File: src/rtl/multicycle_adder.sv
// Chunk-serial adder/subtractor: adds CHUNK bits per cycle over N = WIDTH/CHUNK cycles,
// with valid/ready handshakes on the operand and result sides.
module multicycle_adder #(
    parameter int WIDTH = 8,
    parameter int CHUNK = 2
) (
    input  logic             clk,
    input  logic             rst_n,
    input  logic             in_valid,
    output logic             in_ready,
    input  logic [WIDTH-1:0] a,
    input  logic [WIDTH-1:0] b,
    input  logic             cin,
    input  logic             sub,
    output logic             out_valid,
    input  logic             out_ready,
    output logic [WIDTH-1:0] sum,
    output logic             cout,
    output logic             overflow
);
    localparam int N  = WIDTH / CHUNK;
    localparam int CW = (N > 1) ? $clog2(N) : 1;
    localparam logic [WIDTH-1:0] CMASK = {WIDTH{1'b1}} >> (WIDTH - CHUNK);

    typedef enum logic [1:0] {IDLE, RUN, DONE} state_t;
    state_t state, state_nxt;

    logic [WIDTH-1:0] a_q, b_q, sum_q, sum_nxt;
    logic [CW-1:0]    cnt;
    logic             carry_q, cout_q, ovf_q;
    logic [CHUNK-1:0] a_ch, b_ch;
    logic [CHUNK:0]   csum;
    logic             last;
    int               sh;

    assign sum      = sum_q;
    assign cout     = cout_q;
    assign overflow = ovf_q;
    assign last     = (cnt == CW'(N - 1));

    // Current chunk slice, its sum, and the running sum with that slice replaced
    always_comb begin
        sh      = int'(cnt) * CHUNK;
        a_ch    = CHUNK'(a_q >> sh);
        b_ch    = CHUNK'(b_q >> sh);
        csum    = {1'b0, a_ch} + {1'b0, b_ch} + {{CHUNK{1'b0}}, carry_q};
        sum_nxt = (sum_q & ~(CMASK << sh)) | (WIDTH'(csum[CHUNK-1:0]) << sh);
    end

    always_ff @(posedge clk or negedge rst_n) begin
        if (!rst_n) state <= IDLE;
        else        state <= state_nxt;
    end

    always_comb begin
        state_nxt = state;
        in_ready  = 1'b0;
        out_valid = 1'b0;
        case (state)
            IDLE: begin
                in_ready = 1'b1;
                if (in_valid) state_nxt = RUN;
            end
            RUN: if (last) state_nxt = DONE;
            DONE: begin
                out_valid = 1'b1;
                if (out_ready) state_nxt = IDLE;
            end
            default: state_nxt = IDLE;
        endcase
    end

    // Subtraction stores ~b and an inverted carry so RUN only ever adds
    always_ff @(posedge clk or negedge rst_n) begin
        if (!rst_n) begin
            a_q     <= '0;
            b_q     <= '0;
            sum_q   <= '0;
            cnt     <= '0;
            carry_q <= 1'b0;
            cout_q  <= 1'b0;
            ovf_q   <= 1'b0;
        end else if (state == IDLE && in_valid) begin
            a_q     <= a;
            b_q     <= sub ? ~b : b;
            carry_q <= cin ^ sub;
            cnt     <= '0;
        end else if (state == RUN) begin
            sum_q   <= sum_nxt;
            carry_q <= csum[CHUNK];
            cnt     <= cnt + 1'b1;
            if (last) begin
                cout_q <= csum[CHUNK];
                ovf_q  <= (a_q[WIDTH-1] == b_q[WIDTH-1]) && (csum[CHUNK-1] != a_q[WIDTH-1]);
            end
        end
    end
endmodule

File: config.mk
export PLATFORM = sky130hd
export DESIGN_NAME = multicycle_adder
export DESIGN_NICKNAME = d
export VERILOG_FILES = /design/src/rtl/multicycle_adder.sv
export SDC_FILE = /design/constraint.sdc
export NUM_CORES = 1
export LEC_CHECK = 0
export ABC_CLOCK_PERIOD_IN_PS = 2300
export BUFFER_PORTS_ARGS = -buffer_cell sky130_fd_sc_hd__buf_4
export CAP_MARGIN = 20
export CORE_MARGIN = 4
export CORE_UTILIZATION = 47
export DETAILED_ROUTE_END_ITERATION = 10
export GPL_TIMING_DRIVEN = 0
export PLACE_DENSITY = 0.71
export SYNTH_ARGS = -nofsm -noshare
export SYNTH_HDL_FRONTEND = slang
export SYNTH_SLANG_ARGS = --single-unit
File: constraint.sdc
create_clock -name clk -period 2.3 [get_ports clk]
set_input_delay 0.46 -clock clk [delete_from_list [all_inputs] [get_ports clk]]
set_output_delay 0.46 -clock clk [all_outputs]
set_load 0.05 [all_outputs]
## Word level (Yosys, flattened, before mapping)

Index checks and enable logic that the tools add are counted.

- Bitwise operators: 6
- Shift-type cells: 4
- Mux-type cells: 11
- Reduce and logical (&&, ||, !) cells: 7
- Eq/ne operators: 8
- Add/subtract/negate cells: 3

Operators with widths:

| operator | number |
|---|---|
| $not A8 Y8 | 2 |
| $shr A8 B3 Y2 | 2 |
| $mux W2 | 5 |
| $and A8 B8 Y8 | 1 |
| $mux W8 | 1 |
| $or A8 B8 Y8 | 1 |
| $shl A2 B3 Y8 | 1 |
| $shl A2 B3 Y8 const A | 1 |
| $ne A2 B2 Y1 const B | 3 |
| $pmux W2 S3 | 1 |
| $reduce_and A3 Y1 | 2 |
| $eq A2 B2 Y1 const B | 2 |
| $mux W1 | 4 |
| $add A2 B2 Y3 | 1 |
| $add A3 B1 Y3 | 1 |
| $add A2 B1 Y2 const B | 1 |
| $eq A2 B1 Y1 const B | 1 |
| $logic_and A1 B1 Y1 | 2 |
| $logic_not A2 Y1 | 1 |
| $reduce_and A2 Y1 | 1 |
| $reduce_bool A2 Y1 | 1 |
| $eq A1 B1 Y1 | 1 |
| $ne A1 B1 Y1 | 1 |
| $not A1 Y1 | 1 |
| $xor A1 B1 Y1 | 1 |

- Word-level logic and storage cells: 47
- Flip-flop bits (word level): 31
- Output and inout bits: 12

## Longest topological paths before layout

- Word-level depth: 5
- Gate-level depth with buffers: 7
- Gate-level depth less buffers: 6

## Worst setup path after synthesis

OpenSTA, ideal clock, no wires.

- Path kind: register to register
- From: reg cnt[0]
- To: reg ovf_q, in the netlist overflow
- Stages on the path, launching flop included: 8
- Setup slack: -0.202 ns
- Path buffers: 1
- Data arrival time: 2.371 ns
- Period minus slack after synthesis: 2.502 ns
- Data required time: 2.169 ns
- Cells stage by stage: dfrtp_1 > buf_2 > mux4_2 > fa_1 > fa_1 > and3b_1 > a21oi_1 > o21ai_0

- Word-level cells in the longest chain between the ends: 5

Ends and longest elaborated chain:

| element | RTL line | source |
|---|---|---|
| start, declared | 29 | `logic [CW-1:0] cnt;` |
| start signal, assigned | 91 | `cnt <= cnt + 1'b1;` |
| $shr A8 B3 Y2, on equally long branches | 44, 45 |  |
| $add A2 B2 Y3 | 46 | `csum = {1'b0, a_ch} + {1'b0, b_ch} + {{CHUNK{1'b0}}, carry_q};` |
| $add A3 B1 Y3 | 46 |  |
| $ne A1 B1 Y1 | 94 | `ovf_q <= (a_q[WIDTH-1] == b_q[WIDTH-1]) && (csum[CHUNK-1] != a_q[WIDTH-1]);` |
| $logic_and A1 B1 Y1 | 94 |  |
| end signal, assigned | 94 |  |
| end, declared | 30 | `logic carry_q, cout_q, ovf_q;` |

Several ways; a longest one is shown, not always the timed one.
A chain may end at the register's enable or synchronous reset.

## Final worst setup path

Same ends and word-level chain as after synthesis.

==> metrics <==
H-tree Lvls=2; routed len/inst=14.1 µm; Post-Syn Area=1490 µm²; initial antenna violation count=0; crit end category=register; Synth Warn #=0; CP max FO=4; post-synthesis register bit count=31; # port buffers=32; most common cell in the synthesized netlist=dfrtp_1; pin count of the biggest net entering global routing=32; CTS tree=yes; Synth area leaders=dfrtp_1, mux2_2, mux4_2; power per cell area=1850 nW/µm²; most frequent cells after synthesis=dfrtp_1, nor2_1, a21oi_1, mux2_2, xnor2_1; area of the multi-input gates=679 µm²; crit path DAT=2.68 ns; Max-Cap Viols=0; All-Layer GR Usage=16.7%; final period utilization=107%; fraction of layout cells with a size suffix above 1=42.1%; worst rel slew slack=74.1%; minimum period implied by the final worst setup slack=2.46 ns; Hold Crit Class=in -> async; hpwl dp=2100 µm; worst-margin pin slew=0.388 ns; syn_nets=147; placer congestion estimate=0.807; Avg Cell Area, Syn=12.5 µm²; post-synth top area cell=dfrtp_1; drt pass-1 iters=4; Die W=64.2 µm; initial core utilization=49.0%; status=complete, but fails checks; Cell variety after synth=29; Final #Nets=191; Die Height=64.2 µm; CTS Buf Count=5; Die Footprint=4120 µm²; Synth Flop Type=dfrtp_1; post-synthesis sequential area ratio=52.2%; RSZ-0062 raised after global routing=yes; fmax=0.406 GHz; Routed Wire Length=2940 µm; Post-synth ARST share=100%; Syn Inst Count=119; drt drc=0; Clock Sink Count=31; failing checks=negative setup slack; Setup-failing EPs final=5; Fin Setup TNS=-0.421 ns; worst path required time=2.52 ns; FF+latch area=776 µm²; Fin Clk Skew=0.00679 ns; area delta synth->final=29.0%; Worst Setup SP=cnt[0]; number of global-route vias before repair=1147; worst skew pair latency=0.33 ns; clk buf depth=2; critical path type=reg -> reg; vias post-DR=1050; final count of hold timing violations=0; Reg clk slew, reported paths=0.09 ns; Std-Cell Rows=20; hold-fix buffers at CTS=0; worst reg2reg startpoint=cnt[0]; # fillers=249; Final Max Slew Viols=0; P_leak=0.885 nW; post-synth top area share=52.2%; ANT cells=0; CP Launch Type=register; EDFF count, synth=0; post-route setup slack=-0.164 ns; core area=3030 µm²; vias per cell=5.05; Peak supply drop=0.692 mV; io pins=34; GRT overflow=0; Pwr Total=3.53 mW; iteration-0 DRC count of the detailed router=34; first-pass GRT wire length=5240 µm; Root Driver=clkbuf_4; Post-DRT Antenna Nets=0
## final timing paths
| check | to | slack (ns) | depth (start not counted) |
|---|---|---|---|
| worst max-delay path | overflow | -0.16 | 7 |
| worst min-delay path | b_q[1] | 0.05 | 1 |
| worst max register to register | overflow | -0.16 | 7 |
| worst min register to register | sum[4] | 0.50 | 1 |
| max in group asynchronous | sum[4] | 1.97 | 1 |
| min in group clk | state[1] | 0.31 | 2 |
## sequential cells by signal, indices dropped and copies added, names as in the netlist
| name | cells |
|---|---|
| sum | 8 |
| carry_q | 1 |
| overflow | 1 |
| cnt | 2 |
| cout | 1 |
| state | 2 |
| a_q | 8 |
| b_q | 8 |
## placed cells by master (no fill, tap or decap)
cell type / instances
and2b_1: 1
mux2_2: 9
mux4_2: 4
buf_6: 2
o21ai_0: 1
clkbuf_2: 1
a22o_1: 4
clkbuf_1: 1
nor2_2: 1
nand2b_1: 2
xnor2_1: 8
nand2_1: 6
a21oi_2: 1
o21bai_1: 1
dfrtp_1: 31
o31ai_1: 1
nor2b_1: 1
nand3b_1: 1
buf_4: 39
and3b_1: 1
mux2i_1: 1
o21ai_1: 2
nor3b_2: 1
inv_1: 3
a21oi_1: 8
clkbuf_4: 5
buf_2: 1
ha_1: 4
clkbuf_8: 2
xor2_1: 1
nor2_1: 12
a21o_1: 1
fa_2: 2
a32o_1: 4
nor2b_4: 1
## through the flow
| step | util [%] | worst slack, ns | area, µm² | cells | hold slack (ns) |
|---|---|---|---|---|---|
| final | 63.3 | -0.164 | 1920 | 208 | 0.0473 |
| after global routing | 63.3 | -0.252 | 1920 | 208 | 0.0588 |
| after CTS | 63.3 | -0.183 | 1920 | 208 | 0.0422 |
| after detailed placement | 59.2 | -0.396 | 1790 | 195 | 0.410 |
| after global placement | 59.2 | -0.362 | 1790 | 195 | 0.408 |
| after floorplan | - | -0.121 | 1500 | 119 | 0.164 |
## kinds of logic after synthesis
family / count (synthesis) / share of synthesized area (%)
xor gates and xnor gates: 9 / 5.31
adders and majority gates: 6 / 6.07
and+or+nand+nor: 27 / 9.10
DFF: 31 / 52.2
AOI/OAI and AO/OA: 23 / 10.6
muxes: 14 / 13.6
buffers and inverters: 9 / 3.12
## critical path: stages, from the launching register on
cell and delay (ns):
dfrtp_1 0.38, buf_6 0.13, mux4_2 0.52, fa_2 0.38
fa_2 0.57, and3b_1 0.19, a21oi_2 0.12, o21ai_1 0.07
## per-layer routing
metal  routed length, µm  track usage [%]
met5                   0                0
met2                1480             28.3
met3                 166             5.62
met4                  51             6.33
met1                1240             19.4
## layout make-up
class	instances	area share, %
multi-input combinational	79	35.5
tap	44	2.87
inverter	3	0.588
sequential	31	40.5
timing repair buffer	37	14.7
buffer	6	2.29
clock buffer	8	3.59
## power by group
| group | total (mW) | internal (mW) | switching, mW |
|---|---|---|---|
| logic | 2.19 | 1.06 | 1.13 |
| registers | 0.986 | 0.818 | 0.168 |
| clock network | 0.360 | 0.180 | 0.180 |
| total | 3.53 | 2.06 | 1.47 |
## timing repair
item / in CTS / in global routing
buffers inserted: 5 / 0
pin swaps: 5 / 0
gates resized for setup: 5 / 0
endpoints found under the setup margin: 6 / 5
(Power assumes the default switching activity.)
